`config.mk`:
```
export PLATFORM = sky130hd
export DESIGN_NAME = reg_writeback
export DESIGN_NICKNAME = d
export VERILOG_FILES = /design/src/rtl/scc_pkg.sv /design/src/rtl/wb_slot.sv /design/src/rtl/reg_writeback.sv
export SDC_FILE = /design/constraint.sdc
export NUM_CORES = 1
export LEC_CHECK = 0
export ABC_AREA = 1
export CAP_MARGIN = 20
export CORE_MARGIN = 5
export CORE_UTILIZATION = 30
export DETAILED_ROUTE_END_ITERATION = 10
export GPL_ROUTABILITY_DRIVEN = 0
export SETUP_SLACK_MARGIN = 0.02
export SYNTH_ARGS = -nofsm -noshare
export SYNTH_HDL_FRONTEND = slang
export SYNTH_SLANG_ARGS = --single-unit
```
`constraint.sdc`:
```
create_clock -name clk -period 2.27 [get_ports clk]
set_clock_uncertainty 0.1 [all_clocks]
set_input_delay 0.454 -clock clk [delete_from_list [all_inputs] [get_ports clk]]
set_output_delay 0.454 -clock clk [all_outputs]
set_load 0.02 [all_outputs]
```
`src/rtl/scc_pkg.sv`:
```
// scc_pkg: shared register-file widths, writeback entry type and path-select codes.
package scc_pkg;
  localparam int DATA_W = 32;
  localparam int ADDR_W = 3;
  localparam int NREG = 1 << ADDR_W;
  localparam logic [ADDR_W-1:0] ZERO_REG = 3'd7;
  localparam logic WB_SEL_ALU = 1'b1;
  localparam logic WB_SEL_ID = 1'b0;
  typedef struct packed {
    logic valid;
    logic [ADDR_W-1:0] addr;
    logic [DATA_W-1:0] data;
  } wb_entry_t;
  function automatic logic [NREG-1:0] pend_bit(input wb_entry_t e);
    return (e.valid && e.addr != ZERO_REG) ? ({{(NREG-1){1'b0}}, 1'b1} << e.addr) : '0;
  endfunction
endpackage

```
`src/rtl/wb_slot.sv`:
```
// wb_slot: single-entry holding register that can drain and reload in the same cycle.
module wb_slot
  import scc_pkg::*;
(
  input  logic              clk,
  input  logic              rst_n,
  input  logic              in_valid,
  input  logic [ADDR_W-1:0] in_addr,
  input  logic [DATA_W-1:0] in_data,
  input  logic              drain,
  output logic              ready,
  output logic              load,
  output wb_entry_t         entry
);
  assign ready = !entry.valid || drain;
  assign load = in_valid && ready;
  always_ff @(posedge clk or negedge rst_n) begin
    if (!rst_n) entry <= '0;
    else if (load) entry <= '{valid: 1'b1, addr: in_addr, data: in_data};
    else if (drain) entry.valid <= 1'b0;
  end
endmodule

```
`src/rtl/reg_writeback.sv`:
```
// reg_writeback: arbitrates ALU and decoder results onto the register-file write port, oldest first.
module reg_writeback
  import scc_pkg::*;
(
  input  logic              clk,
  input  logic              rst_n,
  input  logic              alu_valid,
  output logic              alu_ready,
  input  logic [ADDR_W-1:0] alu_addr,
  input  logic [DATA_W-1:0] alu_data,
  input  logic              id_valid,
  output logic              id_ready,
  input  logic [ADDR_W-1:0] id_addr,
  input  logic [DATA_W-1:0] id_data,
  output logic [ADDR_W-1:0] write_addr,
  output logic [DATA_W-1:0] write_value_alu,
  output logic [DATA_W-1:0] write_value_id,
  output logic              write_data_sel,
  output logic              write_enable,
  output logic [NREG-1:0]   pending_mask
);
  wb_entry_t a_e, i_e;
  logic load_a, load_i, drain_a, drain_i, a_older;
  wb_slot slot_a (
    .clk(clk), .rst_n(rst_n), .in_valid(alu_valid), .in_addr(alu_addr), .in_data(alu_data),
    .drain(drain_a), .ready(alu_ready), .load(load_a), .entry(a_e)
  );
  wb_slot slot_i (
    .clk(clk), .rst_n(rst_n), .in_valid(id_valid), .in_addr(id_addr), .in_data(id_data),
    .drain(drain_i), .ready(id_ready), .load(load_i), .entry(i_e)
  );
  assign drain_a = a_e.valid && (!i_e.valid || a_older);
  assign drain_i = i_e.valid && !drain_a;
  // a_older: slot A holds the earlier-accepted entry; a slot reloaded beside a staying entry is the younger one
  always_ff @(posedge clk or negedge rst_n) begin
    if (!rst_n) a_older <= 1'b1;
    else if (load_a && load_i) a_older <= 1'b1;
    else if (load_a) a_older <= !(i_e.valid && !drain_i);
    else if (load_i) a_older <= a_e.valid && !drain_a;
  end
  always_comb begin
    write_data_sel = drain_a ? WB_SEL_ALU : WB_SEL_ID;
    write_addr = drain_a ? a_e.addr : drain_i ? i_e.addr : '0;
    write_enable = (drain_a || drain_i) && write_addr != ZERO_REG;
    write_value_alu = a_e.data;
    write_value_id = i_e.data;
    pending_mask = pend_bit(a_e) | pend_bit(i_e);
  end
endmodule

```
Word level (Yosys, flattened, before mapping). Index checks and enable logic that the tools add are counted.

Flip-flop bits (word level): 73. Input bits: 74. Logic and storage cells: 47.

Equality and inequality tests: 3. Shift-type cells: 2. Muxes and demuxes: 12. Bitwise logic cells: 1. Reductions and logical operators: 22.

Operators by type and width (number): two-way mux 8 bit (2); left shift 1 x 3 -> 8 bit, first input constant (2); logical AND 1 bit (10); != test 3 bit, second input constant (3); two-way mux 1 bit (8); OR 8 bit (1); two-way mux 3 bit (2); zero test 1 bit (5); logical OR 1 bit (4); nonzero test 2 bit (2); nonzero test 3 bit (1).

Depth between registers and ports, before layout.
Depth in word-level cells: 10. Depth in mapped cells: 9. Depth with buffers taken out: 8.

Modules after synthesis. A second synthesis with hierarchy kept.

Cells, all modules: 365. Area total of the unflattened synthesis: 3490.8 µm².

Modules (own cells, without submodules): wb_slot (times used 2, cells an instance 157, area an instance 1609.0 µm², sequential area each 900.9 µm²); reg_writeback (times used 1, cells an instance 51, area an instance 272.8 µm², sequential area each 26.3 µm²).

Worst setup path before layout. Ideal clock, no wire load.

Kind: flip-flop to output port. Start point: reg slot_i.entry[35] (netlist name). End point: out pending_mask[3]. Arrival: 1.402 ns. Data required time: 1.716 ns. Slack: 0.315 ns. Cell stages (with the launch flop): 4. Buffers on the path: 0. Cell sequence: dfrtp_1 inv_1 or2_2 o31ai_1.

Cells in the longest elaborated chain, start to end: 3.

Ends and longest elaborated chain: start: declaration (RTL line wb_slot.sv:13) `output wb_entry_t entry`; start signal: assignment (RTL line wb_slot.sv:19) `else if (load) entry <= '{valid: 1'b1, addr: in_addr, data: in_data};`; logical AND 1 bit (RTL line scc_pkg.sv:15) `return (e.valid && e.addr != ZERO_REG) ? ({{(NREG-1){1'b0}}, 1'b1} << e.addr) : '0;`; two-way mux 8 bit (RTL line scc_pkg.sv:15); OR 8 bit (RTL line reg_writeback.sv:47) `pending_mask = pend_bit(a_e) | pend_bit(i_e);`; end: declaration (RTL line reg_writeback.sv:20) `output logic [NREG-1:0] pending_mask`.

Every way passes these cells.

Worst setup path after layout.
Start point: reg a_older. End point: out write_enable.

Cells in the longest elaborated chain, start to end: 8.

Ends and longest elaborated chain: start: declaration (RTL line reg_writeback.sv:23) `logic load_a, load_i, drain_a, drain_i, a_older;`; start signal: assignment (RTL line reg_writeback.sv:38) `else if (load_a) a_older <= !(i_e.valid && !drain_i);`; start signal: assignment (RTL line reg_writeback.sv:39) `else if (load_i) a_older <= a_e.valid && !drain_a;`; logical OR 1 bit (*) (RTL line reg_writeback.sv:32) `assign drain_a = a_e.valid && (!i_e.valid || a_older);`; logical AND 1 bit (*) (RTL line reg_writeback.sv:32); zero test 1 bit (RTL line reg_writeback.sv:33) `assign drain_i = i_e.valid && !drain_a;`; logical AND 1 bit (RTL line reg_writeback.sv:33); two-way mux 3 bit (2 in series) (RTL line reg_writeback.sv:43) `write_addr = drain_a ? a_e.addr : drain_i ? i_e.addr : '0;`; != test 3 bit (RTL line reg_writeback.sv:44) `write_enable = (drain_a || drain_i) && write_addr != ZERO_REG;`; logical AND 1 bit (*) (RTL line reg_writeback.sv:44); end: declaration (RTL line reg_writeback.sv:19) `output logic write_enable,`.

Every way passes the cells marked *; elsewhere a longest branch is shown, timed or not.

==> results.yml <==
global_routing:
  antenna_found_initial: 0
  grt.overflow.total: 0
  grt_max_degree: 40
  gr-usage-all-layers: 0.1310
  grt_pass1_vias: 2987
  grt_pass1_wl_um: 15130
synthesis:
  netlist_area_um2: 3631
  yosysWarnings: 0
  ys_seq_area_frac: 0.5034
  syn_area_per_cell_um2: 8.687
  synth_area_leaders: "dfrtp_1, nand2_1, buf_4"
  synth_nets: 492
  yosys.area.top_type: "dfrtp_1"
  synth_cells: 418
  synthDistinctLibCells: 23
  synth_top_area_share: 0.4962
  ys_ff_latch: 73
placed_design:
  postPlaceCellArea_um2: 4737
  placed_cells: 639
  portBuffers: 151
  dp_hpwl_um: 6712
floorplanning:
  initial_core_util: 0.3036
  die_w_um: 120.0
  rows: 40
  die_h_um: 120.0
  die-area_um2: 14400
  io_pins: 153
  core_area_um2: 11960
worst_setup_path:
  startpoint_type: "flip-flop"
  arrival_ps: 1580
  rr_startpoint: "a_older$_DFFE_PN1P_"
  cp-end-kind: "primary output"
  timing.rr.end: "slot_i.entry[2]$_DFFE_PN0P_"
  rrSetupSlack_ps: 450
  reg2reg_depth: 9
  critPathMaxFanout: 4
  cp_data_required_time_ps: 1720
  crit_path_start: "a_older$_DFFE_PN1P_"
  worstSetupPathType: "reg -> out"
power:
  clockPowerShare: 0.211
  p_sw_frac: 0.3925
  p_int_w: 0.003924
  pwr-share-seq: 0.326
  p_comb_frac: 0.463
  net-switching-power_w: 0.002535
  peakVddDrop_mv: 0.4871
  pwr_density_cell_nw_per_um2: 1290
  power_w: 0.006459
  power.leakage_nw: 2.452
clocking:
  cts_tree: "yes"
  clk_pin_slew_ps: 60
  clock-sinks: 73
  worstSkewPairLatency_ps: 320
  cts_htree_levels: 3
  clock_path_buffers: 2
  post_cts_buffers: 0
  cts_inserted_buffers: 9
  cts_root_buf: "clkbuf_16"
finish:
  final_cells: 655
  final_area_um2: 5007
  fill_cells: 1218
  nets: 577
  area_growth_pct: 37.90
  num_antenna_cells: 0
  utilization: 0.4186
  drive_gt1_frac: 0.1024
sta:
  finalSetupTns_ps: 0
  worst_pin_slew_ps: 506.0
  setup-violations-final: 0
  hold_viol: 2
  clock.fmax_ghz: 0.4697
  finalCriticalPeriod_ps: 2129
  slew_headroom: 0.6627
  rsz0062_at_grt: "false"
  period_share: 0.9380
  worst_hold_slack_ps: -3.257
  drv_slew: 0
drt:
  wl_per_cell_um: 13.77
  ant_nets: 0
  vias: 2837
  avgViaCountPerCell: 4.331
  drc: 0
  wirelength_um: 9022
  dr.pass1.iters: 7
  drt_iter0_drc: 103
min_path:
  hp-class: "in -> async"
run:
  drv_cap: 0
status:
  status: "finished with violations"
  violations: "hold timing"
logic make-up (layout without fill, tap and decap cells):
family                 count (synthesis)  count (layout)  share of synthesized area
and+or+nand+nor                      238             238                     0.2846
buffers and inverters                 95             185                     0.1930
DFF                                   73              73                     0.5034
AOI/OAI and AO/OA                     11              11                    0.01792
other                                  1               1                   0.001033
timing repair:
action	4_1_cts	5_1_grt
gates resized for setup	21	9
hold endpoints to repair	0	0
endpoints found under the setup margin	14	5
hold buffers	0	0
Yosys cell counts:
master    number
nand2_1      185
dfrtp_1       72
buf_4         68
nand3_1       33
nand3_2       11
inv_1          8
buf_2          6
o22ai_1        6
buf_6          5
inv_2          3
nand2_2        3
o21ai_0        3
buf_12         2
clkbuf_1       2
nand2_4        2
nand4_1        2
a21oi_1        1
buf_8          1
conb_1         1
dfstp_2        1
nor2_1         1
o31ai_1        1
or2_2          1
flip-flops by register name, indices dropped and copies added (netlist names):
| register | cells |
|---|---|
| slot_i.entry | 36 |
| slot_a.entry | 36 |
| a_older | 1 |
area by class of cell:
class | instances | area [um2] | area share
flip-flops and latches | 73 | 1829 | 0.3653
repair buffers | 158 | 1551 | 0.3098
multi-input cells | 250 | 1107 | 0.2211
clock buffers | 14 | 284.0 | 0.05672
well taps | 147 | 183.9 | 0.03673
inverters | 11 | 41.29 | 0.008246
clock inverters | 2 | 10.01 | 0.001999
placed cells by master (no fill, tap or decap), drive strengths merged:
cell / count
o21ai: 3
dlygate4sd2: 8
o22ai: 6
dfstp: 1
clkdlybuf4s50: 135
nor2: 1
dfrtp: 72
a21oi: 1
dlymetal6s2s: 1
or2: 1
inv: 11
buf: 11
o31ai: 1
nand2: 190
nand3: 44
nand4: 2
conb: 1
clkinv: 2
clkbuf: 17
worst max path at each step:
stage,end,depth (start not counted)
finish,write_enable,9
global route,write_addr[1],5
detailed placement,pending_mask[3],4
CTS,alu_ready,3
global placement,write_enable,9
floorplan,pending_mask[3],3
critical path, cell delays in order (launching register included):
cell and delay, ps:
dfstp_2 540, inv_2 60, nand2_2 90, nand2_2 80
nand2_1 70, nand2_1 70, nand3_1 80, nand2_1 50
inv_1 60, buf_2 170
per-layer routing:
metal  share of wire  track usage  vias to the layer above
li1                -            -                     1412
met3           0.068      0.03959                       18
met5               0            0                        -
met2            0.46       0.2020                      102
met4           0.020      0.06013                        0
met1            0.46       0.1686                     1305
power groups by stage:
| stage | logic (W) | registers, W | clock network, W |
|---|---|---|---|
| finish | 0.00299 | 0.00210 | 0.00136 |
| global route | 0.00325 | 0.00217 | 0.00147 |
| CTS | 0.00305 | 0.00211 | 0.00141 |
| detailed placement | 0.00313 | 0.00211 | 0 |
| global placement | 0.00310 | 0.00211 | 0 |
| floorplan | 0.00236 | 0.00202 | 0 |
through the flow:
| stage | hold slack [ps] | setup slack, ps |
|---|---|---|
| 3_3_place_gp | 354.7 | 71.54 |
| 6_report | -3.257 | 140.8 |
| 2_1_floorplan | 58.41 | 314.5 |
| 4_1_cts | 6.670 | 22.23 |
| 3_5_place_dp | 360.4 | 27.33 |
| 5_1_grt | 43.29 | 50.84 |
Note: power is estimated with default switching activity, not from simulation.
